<file path="src/rtl/irq_seq_pkg.sv">
// Shared types and constants for the interrupt service sequencer.
package irq_seq_pkg;

    typedef enum logic [2:0] {
        IDLE    = 3'd0,
        SELECT  = 3'd1,
        PRESENT = 3'd2,
        REQ_BUS = 3'd3,
        CLEAR   = 3'd4,
        SETTLE  = 3'd5
    } irq_state_t;

    localparam logic [1:0]  IRQ_STATUS_ADDR = 2'b11;
    localparam int unsigned DEFAULT_NUM_SRC = 8;

    // Index width for a source vector, never narrower than one bit.
    function automatic int unsigned src_idx_w(input int unsigned n);
        return (n > 1) ? $clog2(n) : 1;
    endfunction

endpackage

</file>
<file path="src/rtl/irq_service_sequencer_rr_pick.sv">
// Round-robin first-set finder: scans upward from ptr, wrapping at NUM_SRC-1.
module rr_priority_pick
    import irq_seq_pkg::*;
#(
    parameter int unsigned NUM_SRC = DEFAULT_NUM_SRC
) (
    input  logic [NUM_SRC-1:0]              req,
    input  logic [src_idx_w(NUM_SRC)-1:0]   ptr,
    output logic                            found_c,
    output logic [src_idx_w(NUM_SRC)-1:0]   idx_c
);

    localparam int unsigned IDX_W = src_idx_w(NUM_SRC);

    function automatic logic [IDX_W-1:0] wrap_add(input logic [IDX_W-1:0] p,
                                                  input int unsigned off);
        int unsigned s;
        s = 32'(p) + off;
        if (s >= NUM_SRC) begin
            s = s - NUM_SRC;
        end
        return IDX_W'(s);
    endfunction

    always_comb begin
        found_c = 1'b0;
        idx_c   = '0;
        for (int unsigned i = 0; i < NUM_SRC; i++) begin
            if (!found_c && req[wrap_add(ptr, i)]) begin
                found_c = 1'b1;
                idx_c   = wrap_add(ptr, i);
            end
        end
    end

endmodule

</file>
<file path="src/rtl/irq_service_sequencer.sv">
// Presents one pending interrupt vector at a time to the CPU and issues the
// write-1-to-clear to the status register once acknowledged or timed out.
module irq_service_sequencer
    import irq_seq_pkg::*;
#(
    parameter int unsigned DATA_REG_BITS = 32,
    parameter int unsigned NUM_SRC       = DEFAULT_NUM_SRC,
    parameter int unsigned ACK_TIMEOUT   = 1024
) (
    input  logic                            clk,
    input  logic                            rst_n,
    input  logic [DATA_REG_BITS-1:0]        status_in,
    input  logic                            irq_in,
    input  logic                            cpu_ack,
    input  logic                            bus_gnt,
    output logic                            vec_valid,
    output logic [src_idx_w(NUM_SRC)-1:0]   vec_id,
    output logic                            bus_req,
    output logic                            clr_wr,
    output logic [1:0]                      clr_address,
    output logic [DATA_REG_BITS-1:0]        clr_data,
    output logic                            timeout_pulse,
    output logic                            busy
);

    localparam int unsigned IDX_W = src_idx_w(NUM_SRC);
    localparam int unsigned CNT_W = $clog2(ACK_TIMEOUT);

    irq_state_t               state, state_nxt;
    logic [IDX_W-1:0]         rr_ptr, rr_ptr_nxt;
    logic [IDX_W-1:0]         vec_id_nxt;
    logic [CNT_W-1:0]         cnt, cnt_nxt;
    logic                     vec_valid_nxt;
    logic                     bus_req_nxt;
    logic                     clr_wr_nxt;
    logic [DATA_REG_BITS-1:0] clr_data_nxt;
    logic                     timeout_pulse_nxt;
    logic                     busy_nxt;

    logic [NUM_SRC-1:0]       req_vec;
    logic                     pick_found;
    logic [IDX_W-1:0]         pick_idx;

    assign req_vec     = status_in[NUM_SRC-1:0];
    assign clr_address = IRQ_STATUS_ADDR;

    generate
        if (DATA_REG_BITS > NUM_SRC) begin : g_unused_status
            logic unused_status_bits;
            assign unused_status_bits = ^status_in[DATA_REG_BITS-1:NUM_SRC];
        end
    endgenerate

    rr_priority_pick #(
        .NUM_SRC (NUM_SRC)
    ) u_pick (
        .req     (req_vec),
        .ptr     (rr_ptr),
        .found_c (pick_found),
        .idx_c   (pick_idx)
    );

    // Next-state and next-output logic; outputs are registered from these.
    always_comb begin
        state_nxt         = state;
        rr_ptr_nxt        = rr_ptr;
        vec_id_nxt        = vec_id;
        cnt_nxt           = cnt;
        vec_valid_nxt     = vec_valid;
        clr_wr_nxt        = 1'b0;
        clr_data_nxt      = '0;
        timeout_pulse_nxt = 1'b0;

        case (state)
            IDLE: begin
                if (irq_in && (|req_vec)) begin
                    state_nxt = SELECT;
                end
            end
            SELECT: begin
                if (pick_found) begin
                    vec_id_nxt    = pick_idx;
                    vec_valid_nxt = 1'b1;
                    cnt_nxt       = '0;
                    state_nxt     = PRESENT;
                end else begin
                    vec_valid_nxt = 1'b0;
                    state_nxt     = IDLE;
                end
            end
            PRESENT: begin
                cnt_nxt = cnt + CNT_W'(1);
                if (cpu_ack) begin
                    vec_valid_nxt = 1'b0;
                    state_nxt     = REQ_BUS;
                end else if (!req_vec[vec_id]) begin
                    vec_valid_nxt = 1'b0;
                    state_nxt     = IDLE;
                end else if (cnt == CNT_W'(ACK_TIMEOUT - 1)) begin
                    vec_valid_nxt     = 1'b0;
                    timeout_pulse_nxt = 1'b1;
                    state_nxt         = REQ_BUS;
                end
            end
            REQ_BUS: begin
                vec_valid_nxt = 1'b0;
                if (bus_gnt) begin
                    clr_wr_nxt   = 1'b1;
                    clr_data_nxt = DATA_REG_BITS'(1) << vec_id;
                    state_nxt    = CLEAR;
                end
            end
            CLEAR: begin
                rr_ptr_nxt = (32'(vec_id) == NUM_SRC - 1) ? '0 : vec_id + IDX_W'(1);
                state_nxt  = SETTLE;
            end
            SETTLE: begin
                state_nxt = IDLE;
            end
            default: begin
                vec_valid_nxt = 1'b0;
                state_nxt     = IDLE;
            end
        endcase

        bus_req_nxt = (state_nxt == REQ_BUS) || (state_nxt == CLEAR);
        busy_nxt    = (state_nxt != IDLE);
    end

    always_ff @(posedge clk or negedge rst_n) begin
        if (!rst_n) begin
            state         <= IDLE;
            rr_ptr        <= '0;
            cnt           <= '0;
            vec_valid     <= 1'b0;
            vec_id        <= '0;
            bus_req       <= 1'b0;
            clr_wr        <= 1'b0;
            clr_data      <= '0;
            timeout_pulse <= 1'b0;
            busy          <= 1'b0;
        end else begin
            state         <= state_nxt;
            rr_ptr        <= rr_ptr_nxt;
            cnt           <= cnt_nxt;
            vec_valid     <= vec_valid_nxt;
            vec_id        <= vec_id_nxt;
            bus_req       <= bus_req_nxt;
            clr_wr        <= clr_wr_nxt;
            clr_data      <= clr_data_nxt;
            timeout_pulse <= timeout_pulse_nxt;
            busy          <= busy_nxt;
        end
    end

endmodule

</file>
<file path="config.mk">
export PLATFORM = sky130hd
export DESIGN_NAME = irq_service_sequencer
export DESIGN_NICKNAME = d
export VERILOG_FILES = /design/src/rtl/irq_seq_pkg.sv /design/src/rtl/irq_service_sequencer_rr_pick.sv /design/src/rtl/irq_service_sequencer.sv
export SDC_FILE = /design/constraint.sdc
export NUM_CORES = 1
export LEC_CHECK = 0
export ABC_AREA = 1
export BUFFER_PORTS_ARGS = -buffer_cell sky130_fd_sc_hd__buf_2
export CAP_MARGIN = 20
export CORE_MARGIN = 2
export CORE_UTILIZATION = 45
export DETAILED_ROUTE_END_ITERATION = 10
export PLACE_DENSITY = 0.7
export SLEW_MARGIN = 5
export SYNTH_ARGS = -nofsm -noshare
export SYNTH_HDL_FRONTEND = slang
export SYNTH_SLANG_ARGS = --single-unit
export TNS_END_PERCENT = 5
</file>
<file path="constraint.sdc">
create_clock -name clk -period 5.26 [get_ports clk]
set_clock_uncertainty 0.05 [all_clocks]
set_input_delay 0.526 -clock clk [delete_from_list [all_inputs] [get_ports clk]]
set_output_delay 0.526 -clock clk [all_outputs]
set_load 0.005 [all_outputs]
</file>
After elaboration in Yosys (flattened, before gate mapping)
Cells that the tools add are included.
{"block": "classes", "n_addsub": 17, "order_cmp": 17, "eq_ne": 11, "n_shift": 1, "muxes": 65, "n_bitwise": 1, "reduce_logical": 24}
{"cell": "3-bit 2-to-1 mux", "count": 22}
{"cell": "32-bit 2-to-1 mux", "count": 2}
{"cell": "3-bit by 4-bit < comparator with 1-bit output, second input constant", "count": 9}
{"cell": "1-bit by 3-bit << shifter with 32-bit output, first input constant", "count": 1}
{"cell": "4-bit >= comparator, second input constant", "count": 7}
{"cell": "1-bit binary-select mux with 3-bit select", "count": 9}
{"cell": "1-bit 2-to-1 mux", "count": 27}
{"cell": "3-bit by 1-bit subtractor with 3-bit output, second input constant", "count": 8}
{"cell": "10-bit one-hot mux with 2 select lines", "count": 1}
{"cell": "3-bit by 3-bit adder with 4-bit output, second input constant", "count": 4}
{"cell": "3-bit one-hot mux with 5 select lines", "count": 1}
{"cell": "3-bit == test, second input constant", "count": 4}
{"cell": "10-bit by 1-bit adder with 10-bit output, second input constant", "count": 1}
{"cell": "10-bit == test, second input constant", "count": 1}
{"cell": "10-bit 2-to-1 mux", "count": 1}
{"cell": "3-bit by 2-bit == test with 1-bit output, second input constant", "count": 3}
{"cell": "3-bit by 2-bit adder with 4-bit output, second input constant", "count": 2}
{"cell": "1-bit logical AND", "count": 8}
{"cell": "8-bit OR reduction", "count": 1}
{"cell": "1-bit logical NOT", "count": 7}
{"cell": "2-bit AND reduction", "count": 3}
{"cell": "3-bit by 1-bit adder with 4-bit output, second input constant", "count": 1}
{"cell": "3-bit by 4-bit >= comparator with 1-bit output, second input constant", "count": 1}
{"cell": "4-bit inequality test, second input constant", "count": 1}
{"cell": "other kinds (11)", "count": 11}
{"block": "totals", "ff_bits": 56, "in_bits": 37, "output_inout_bits": 42, "wordCells": 146}

Logic depth before layout (Yosys ltp)
{"block": "depth", "depth_word": 30, "depth_mapped": 17, "depth_no_buf": 15}

By module
A second synthesis with hierarchy kept.
{"block": "hier_totals", "hier_cells": 363, "hier_area_um2": 2588.7}
{"mod": "irq_service_sequencer", "n_inst": 1, "cells_each": 227, "area_per_inst_um2": 1841.8, "seq_area_each_um2": 800.8}
{"mod": "rr_priority_pick", "n_inst": 1, "cells_each": 136, "area_per_inst_um2": 747.0, "seq_area_each_um2": 0.0}

Worst setup path before layout
No wires, ideal clock.
{"block": "synth_timing", "path_kind": "reg-to-reg", "startpoint": "reg rr_ptr[0]", "endpoint": "reg vec_id[1]", "setup_time_ns": 0.065, "arrival_time_ns": 2.091, "required_time_ns": 5.145, "path_slack_ns": 3.054, "path_stages_with_launch": 18, "n_path_buf": 2, "synth_period_minus_slack_ns": 2.206, "path_cell_list": "dfrtp_1 > buf_6 > inv_4 > buf_6 > ha_1 > inv_2 > nand3_2 > nand3_2 > nand2_4 > nor2_8 > nand4_4 > nor2_4 > nand3_2 > nand2_1 > inv_1 > nand2_1 > nand2_1 > nand2_1"}
{"block": "synth_via", "elab_chain_len": 27, "elab_cells_between_ends": 78, "cone_classes": "add/sub (15); order compare (8); mux (40); reduce/logical (15)"}
{"element": "start, declared", "line_no": "irq_service_sequencer.sv:30", "rtl": "logic [IDX_W-1:0] rr_ptr, rr_ptr_nxt;"}
{"element": "start signal, assigned", "line_no": "irq_service_sequencer.sv:144", "rtl": "rr_ptr <= rr_ptr_nxt;"}
{"element": "parallel branches: the longest is 27 deep, another holds 3-bit by 1-bit adder with 4-bit output"}
{"element": "end signal, assigned", "line_no": "irq_service_sequencer.sv:147", "rtl": "vec_id <= vec_id_nxt;"}
{"element": "end, declared", "line_no": "irq_service_sequencer.sv:17", "rtl": "output logic [src_idx_w(NUM_SRC)-1:0] vec_id,"}
Parallel ways; which one is timed is not known. The select of a mux whose other input is x is not followed.
A chain may end at the register's enable or synchronous reset.

Final worst setup path
{"block": "layout_timing", "startpoint": "reg rr_ptr[0]", "endpoint": "reg vec_id[2]"}
The elaborated chain is that of the path after synthesis.

==> results.tsv <==
metric	value	unit
status	completed	
start_util	0.4626	
cts_setup_buffers	0	
finalMaxSlewViolations	0	
top_level_ports	79	
clk_pin_slew	60	ps
die_x	78.78	um
path_max_fanout	11	
cp_common_cell	nand2_1	
drt_first_pass_iters	4	
ys_types	37	
drc	0	
yosysWarnings	0	
maxCapViolCount	0	
grt_pass1_wl	8769	um
synth_area	2516	um^2
hold_buffers	0	
cts.sinks	32	
period_minus_slack	2816	ps
dpl.hpwl	4107	um
p_leak	1.385	nW
cp.buffers_inverters	3	
yosysTopAreaCell	dfrtp_1	
hold_ws	242.3	ps
num-fill-cells	548	
routed_via_density	4.945	
drive_gt1_frac	0.1786	
drtIter0Drc	137	
r2r-start	rr_ptr[0]	
clockBufferDepth	2	
wl_per_cell	12.02	um
crit_type	reg -> reg	
rsz0062_at_grt	false	
crit_arrival	2930	ps
routed_wirelength	5242	um
diodes	0	
cpPeakStageDelay	610	ps
clock_latency	270	ps
tns	0	ps
first_global_vias	1947	
overflow	0	
cts_tree	yes	
postRouteAntennaNets	0	
cts_root_buf	clkbuf_8	
slowest_stage	dfrtp_1	
worst_slew_pin_slew	683.8	ps
portBuffers	28	
hp-class	in -> async	
yosys-top-cells-area	dfrtp_1 32%, nand2_1 10%, buf_4 8.4%	
slew_headroom	0.5441	
layout.cells.non_filler	436	
ctsHtreeMaxLevel	2	
syn_avg_cell_area	7.511	um^2
antenna_found_initial	0	
syn_to_final_growth	6.564	%
gp_congestion	0.8653	
fin_crit_sh	0.5354	
grt.total_usage	0.1783	
cp-start-kind	flop	
die_h	78.78	um
crit_path_start	rr_ptr[0]	
max_freq	355.1	MHz
vias	2156	
finalHoldViolCount	0	
fp-row-count	27	
setup_violations	0	
coreArea	5439	um^2
die-area	6206	um^2
critPathTopFamily	simple AND/OR/NAND/NOR gates	
worst_setup_path_end_kind	flop	
vdd_drop_max	0.0002957	V
cts.repair.resized	0	
synth_seq_area_share	0.3182	
synth_cells	335	
critPathRequiredTime	5380	ps
grt_max_degree	33	
ys_ff_latch	32	
powerDensity	572.2	nW/um^2
place_inst	429	
yosysTopAreaCellShare	0.3182	
cts_buffers	5	
final_nets	410	
cp_cell_sequence	inv_4, ha_1, inv_2, nand3_2, nand2_1, o21ai_1, inv_1, nor2_1, nand2_1, nand3_1, nand3_1, nand2_1, nand2_1	
## flip-flops by register name, indices dropped and copies added (netlist names)
name / flops
cnt: 10
clr_data: 8
rr_ptr: 3
state: 3
vec_id: 3
bus_req: 1
busy: 1
clr_wr: 1
timeout_pulse: 1
vec_valid: 1
## cell families after synthesis
kind of cell,synth area share
fa+ha+maj,0.04475
other cells,0.002985
compound gates,0.09547
xor+xnor,0.01393
buf+inv,0.1666
simple gates,0.3580
flops,0.3183
## where the power goes
part / switching, mW / leakage [nW] / internal [mW]
sequential: 0.0869 / 0.427 / 0.313
combinational: 0.641 / 0.916 / 0.323
clock: 0.0802 / 0.0410 / 0.0897
total: 0.808 / 1.38 / 0.726
## per-layer routing
metal / GRT usage / part of all wire / wire length [um]
met1: 0.2364 / 0.45 / 2375
met2: 0.2957 / 0.50 / 2614
met3: 0.02727 / 0.035 / 183
met4: 0.06316 / 0.013 / 69
met5: 0 / 0 / 0
## layout make-up
class | count | area [um^2] | area share
Sequential cell | 32 | 800.8 | 0.2986
Timing Repair Buffer | 28 | 140.1 | 0.05226
Tap cell | 72 | 90.09 | 0.03360
Clock buffer | 6 | 72.57 | 0.02706
Inverter | 49 | 186.4 | 0.06953
Clock inverter | 1 | 5.005 | 0.001867
Multi-Input combinational cell | 248 | 1386 | 0.5170
## cell usage after synthesis, drive strengths merged
master	n
nor4	2
a31oi	3
clkinv	2
nor3	14
xnor2	2
dfrtp	32
nand2	79
a21oi	7
nand3b	1
or3	1
nand4	3
ha	9
o32ai	4
buf	30
o221ai	1
inv	47
o21bai	1
xor2	2
a22oi	1
conb	2
o22ai	2
nor2	27
o21ai	23
nand3	39
and2	1
## metrics by stage
step / cell area, um^2 / setup WS (ps) / total power, mW / utilization
final: 2681 / 2444 / 1.534 / 0.4930
after global routing: 2681 / 2284 / 1.702 / 0.4930
after CTS: 2681 / 2484 / 1.540 / 0.4930
after detailed placement: 2604 / 2501 / 1.365 / 0.4787
after global placement: 2604 / 2532 / 1.342 / 0.4787
after floorplan: 2606 / 3054 / 1.187 / -
## worst paths after layout
| path | cells past startpoint | slack (ps) | endpoint |
|---|---|---|---|
| max | 13 | 2440 | vec_id[2] |
| max reg2reg | 13 | 2440 | vec_id[2] |
| min in group clk | 2 | 430 | timeout_pulse |
| min | 1 | 240 | clr_wr |
| min reg2reg | 2 | 520 | vec_valid |
| max in group asynchronous | 1 | 4480 | cnt[3] |
## cells in the final DEF, fill, tap and decap left out, drive strengths merged, types with 4 or more instances in the layout
master,instances
nand2,79
buf,28
clkbuf,6
nand3,39
ha,9
a21oi,7
o21ai,23
nor3,14
nor2,27
dfrtp,32
conb,26
o32ai,4
inv,47
Power figures use the tool's default switching activity.
